File: src/rtl/mod_reduce.sv
// Four-stage pipelined Barrett reduction of a 2k-bit product modulo P.
// Optional input range checker enabled by defining MOD_REDUCE_RANGE_CHK_EN.
module mod_reduce #(
  parameter int DATA_WIDTH = 22,
  parameter int P          = 4194301,
  parameter int MU         = 4194307,
  parameter int IDX_WIDTH  = 14
) (
  input  logic                    clk,
  input  logic                    rst_n,
  input  logic                    in_valid,
  input  logic [2*DATA_WIDTH-1:0] product_in,
  input  logic [IDX_WIDTH-1:0]    idx_in,
  output logic                    out_valid,
  output logic [DATA_WIDTH-1:0]   residue_out,
  output logic [IDX_WIDTH-1:0]    idx_out,
  output logic                    range_err
);

  localparam int K   = DATA_WIDTH;
  localparam int XW  = 2 * K;
  localparam int QW  = K + 1;
  localparam int MW  = 2 * QW;
  localparam int QPW = XW + 1;
  localparam int RW  = K + 2;

  localparam logic [MW-1:0]  MU_W = MW'(MU);
  localparam logic [QPW-1:0] P_QP = QPW'(P);
  localparam logic [RW-1:0]  P1_R = RW'(P);
  localparam logic [RW-1:0]  P2_R = RW'(2 * P);

  logic [QW-1:0]        q1_d;
  logic [QW-1:0]        q2_d;
  logic [K-1:0]         residue_d;

  logic [MW-1:0]        m1_q;
  logic [XW-1:0]        x1_q, x2_q;
  logic [QPW-1:0]       qp2_q;
  logic [RW-1:0]        r3_q;
  logic [IDX_WIDTH-1:0] idx1_q, idx2_q, idx3_q, idx_out_q;
  logic                 v1_q, v2_q, v3_q, out_valid_q;
  logic [K-1:0]         residue_q;

  assign q1_d = product_in[XW-1:K-1];
  assign q2_d = QW'(m1_q >> (K + 1));

  // r < 3P, so at most two conditional subtractions bring it into [0, P-1].
  always_comb begin
    residue_d = K'(r3_q);
    if (r3_q >= P2_R)      residue_d = K'(r3_q - P2_R);
    else if (r3_q >= P1_R) residue_d = K'(r3_q - P1_R);
  end

  // NOTE: the arithmetic pipeline is not reset; its contents are qualified
  // by the valid chain, so leaving it unreset saves reset routing for free.
  always_ff @(posedge clk) begin
    m1_q   <= MW'(q1_d) * MU_W;
    x1_q   <= product_in;
    idx1_q <= idx_in;
    qp2_q  <= QPW'(q2_d) * P_QP;
    x2_q   <= x1_q;
    idx2_q <= idx1_q;
    r3_q   <= RW'(QPW'(x2_q) - qp2_q);
    idx3_q <= idx2_q;
  end

  always_ff @(posedge clk or negedge rst_n) begin
    if (!rst_n) begin
      v1_q        <= 1'b0;
      v2_q        <= 1'b0;
      v3_q        <= 1'b0;
      out_valid_q <= 1'b0;
      residue_q   <= '0;
      idx_out_q   <= '0;
    end else begin
      v1_q        <= in_valid;
      v2_q        <= v1_q;
      v3_q        <= v2_q;
      out_valid_q <= v3_q;
      residue_q   <= residue_d;
      idx_out_q   <= idx3_q;
    end
  end

  assign out_valid   = out_valid_q;
  assign residue_out = residue_q;
  assign idx_out     = idx_out_q;

`ifdef MOD_REDUCE_RANGE_CHK_EN
  localparam logic [QPW-1:0] P_SQ = P_QP * P_QP;

  logic err1_q, err2_q, err3_q;
  logic range_err_q;

  always_ff @(posedge clk) begin
    err1_q <= in_valid & ({1'b0, product_in} >= P_SQ);
    err2_q <= err1_q;
    err3_q <= err2_q;
  end

  // Sticky until reset; set on the same edge the offending sample emerges.
  always_ff @(posedge clk or negedge rst_n) begin
    if (!rst_n)              range_err_q <= 1'b0;
    else if (v3_q && err3_q) range_err_q <= 1'b1;
  end

  assign range_err = range_err_q;
`else
  assign range_err = 1'b0;
`endif

endmodule

File: config.mk
export PLATFORM = sky130hd
export DESIGN_NAME = mod_reduce
export DESIGN_NICKNAME = d
export VERILOG_FILES = /design/src/rtl/mod_reduce.sv
export SDC_FILE = /design/constraint.sdc
export NUM_CORES = 1
export LEC_CHECK = 0
export ABC_AREA = 1
export BUFFER_PORTS_ARGS = -buffer_cell sky130_fd_sc_hd__buf_2
export CORE_ASPECT_RATIO = 1.1
export CORE_MARGIN = 2
export CORE_UTILIZATION = 67
export DETAILED_ROUTE_END_ITERATION = 8
export HOLD_SLACK_MARGIN = 0.05
export PLACE_DENSITY_LB_ADDON = 0.08
export SLEW_MARGIN = 20
export SYNTH_ARGS = -nofsm -noshare
export SYNTH_HDL_FRONTEND = slang
export SYNTH_SLANG_ARGS = --single-unit
export TNS_END_PERCENT = 1
File: constraint.sdc
create_clock -name clk -period 8.3 [get_ports clk]
set_input_delay 1.245 -clock clk [delete_from_list [all_inputs] [get_ports clk]]
set_output_delay 1.245 -clock clk [all_outputs]
set_load 0.01 [all_outputs]
==> metrics.cfg <==
[yosys]
yosys_warnings=0
synth_compound_area_share_pct=5.70
ys_seq_area_share_pct=27.3
synth-simple-area-share_pct=19.1
synth_top_family_by_area=adder cells
synth_area_leaders=dfxtp_1 21%, fa_1 18%, ha_1 15%
synthArstFlopShare_pct=19.9
ys_types=43
syn_area_um2=15500
synthMuxAreaShare_pct=0
yosysTopAreaCellShare_pct=20.8
synthCells=1869
synth_adder_area_share_pct=33.4
synth_seq_cells=201
synth_area_leader_cell=dfxtp_1
synth-edff-count=0
synth_xor_area_share_pct=4.81
synth_area_per_cell_um2=8.27
ys.flop_type=dfxtp_1
synth.net_count=2257

[clocking]
htree_levels=1
postCtsSetupBuffers=0
cts_tree=built
postCtsResizedCells=0
cts_buffers=22
clk_latency_ns=0.51
cts-root-buf=clkbuf_16
clockBufferDepth=3
clock_sinks=201
hold_buffers=0
clkTransAtPathRegs_ns=0.06

[critical_path]
crit_path_start_kind=register
cp_max_fo=5
r2r_end=qp2_q[23]
crit_buf_inv=6
cp.arrival_ns=6.44
rrSetupSlack_ns=2.31
endpoint=qp2_q[23]
path_cells=inv_1 -> fa_1 -> inv_1 -> fa_1 -> fa_1 -> inv_1 -> fa_1 -> fa_1 -> inv_1 -> fa_1 -> inv_1 -> fa_1 -> inv_1 -> ha_1 -> nand2_1 -> nor2_1 -> nand2_1 -> nor3_1 -> nand3b_1 -> nand3_1 -> nand2_1
critical_path_class=reg2reg
crit_family=adder cells
r2r_cells=21
slowest_delay_ns=0.65
crit_start=m1_q[27]
critPathCaptureType=register
crit_required_ns=8.75
crit_slowest_cell=fa_1
path_common_cell=fa_1
cp_num_cells=21
rr_startpoint=m1_q[27]

[run_status]
status=finished clean

[layout]
diodes=0
syn_to_final_growth_pct=9.94
drive_gt1_share_pct=7.71
final_cell_mix=434 x nand2_1, 380 x inv_1, 185 x ha_1
nNetsFinal=2370
final_common_cell=nand2_1

[floorplanning]
io_pins=99
die_h_um=163
start_util_pct=67.9
die_w_um=149
die_area_um2=24300
coreArea_um2=22800
rows=58

[drt]
drt-pass1-iter-count=5
vias=12307
ant_nets=0
drc=0
wl_per_cell_um=16.4
routed_wl_mm=37.6
drt_iter0_drc=538
vias_per_cell=5.36

[timing]
tightest_slew_ns=0.951
maxSlewViolCount=0
setup_viol=0
clock.fmax_mhz=167
tns_ns=0
post-route-min-period_ns=5.99
timing.final.crit_share_pct=72.2
slew_headroom_pct=36.6
finClkSkew_ns=0.0134
rsz0062_at_grt=false
hold_viol_final=0

[worst_hold_path]
worstHoldPathType=reg2reg

[global_route]
gr-total-overflow=0
grt_max_degree=41
antenna_found_initial=0
grt_pass1_wl_mm=60.8
grt_pass1_vias=12494
grt_usage_pct=31.9

[place]
gp_congestion=0.974
portBuffers=97
dp_hpwl_mm=31.2

[run]
cap_violations=0

[metrics by stage]
step	cell area (um^2)	instances	worst slack [ns]	util, %	hold WS [ns]
floorplan	15500	1869	2.73	-	0.310
global placement	16300	2258	2.42	71.4	0.310
detailed placement	16300	2258	2.31	71.4	0.312
CTS	17000	2298	2.30	74.6	0.327
global route	17000	2298	1.88	74.6	0.328
finish	17000	2298	2.31	74.6	0.324
[state kept, by name, summed over array words and instances (netlist names)]
signal / count
idx_out: 14
idx2_q: 14
x1_q: 24
idx1_q: 14
residue_out: 22
m1_q: 23
v2_q: 1
qp2_q: 24
idx3_q: 14
r3_q: 24
out_valid: 1
v1_q: 1
x2_q: 24
v3_q: 1
[synthesized netlist by cell type, drive strengths merged, types with 8 or more instances]
library cell / n
nand2: 436
inv: 384
ha: 185
dfxtp: 161
fa: 142
nor2: 128
nand3: 72
a21oi: 71
xor2: 68
o21ai: 47
dfrtp: 40
nand4: 21
nor3: 20
xnor2: 17
nand3b: 15
o21bai: 15
a31oi: 8
[routing by layer]
layer  wire [um]  global-route usage (%)  part of all wire [%]  vias to the layer above
li1            -                       -                     -                     6028
met5           0                       0                     0                        -
met3        1680                    3.63                   4.5                      115
met2       18800                    57.2                    50                      360
met1       15100                    38.3                    40                     5804
met4        1990                    15.2                   5.3                        0
[kinds of logic after synthesis]
group	Yosys count
DFF	201
adders and majority gates	327
xor gates and xnor gates	85
and+or+nand+nor	704
AOI/OAI and AO/OA	157
other	1
buffers and inverters	394
[layout make-up]
class | count | area [um^2]
clock buffer | 28 | 624
clock inverter | 12 | 105
fill | 1789 | 5790
inverter | 385 | 1450
multi-input combinational | 1274 | 9730
sequential | 201 | 4220
tap | 300 | 375
timing repair buffer | 98 | 493
[worst min path at each step]
stage	start	cells after the start	end
after global placement	idx2_q[6]	0	idx3_q[6]
after CTS	x1_q[23]	0	x2_q[23]
after floorplan	idx1_q[0]	0	idx2_q[0]
after global routing	x1_q[23]	0	x2_q[23]
final	idx2_q[1]	0	idx3_q[1]
after detailed placement	idx1_q[6]	0	idx2_q[6]
Power is left out: the tool's default activity adds up to more than one toggle a clock period on the data nets, which glitch-free logic cannot reach.
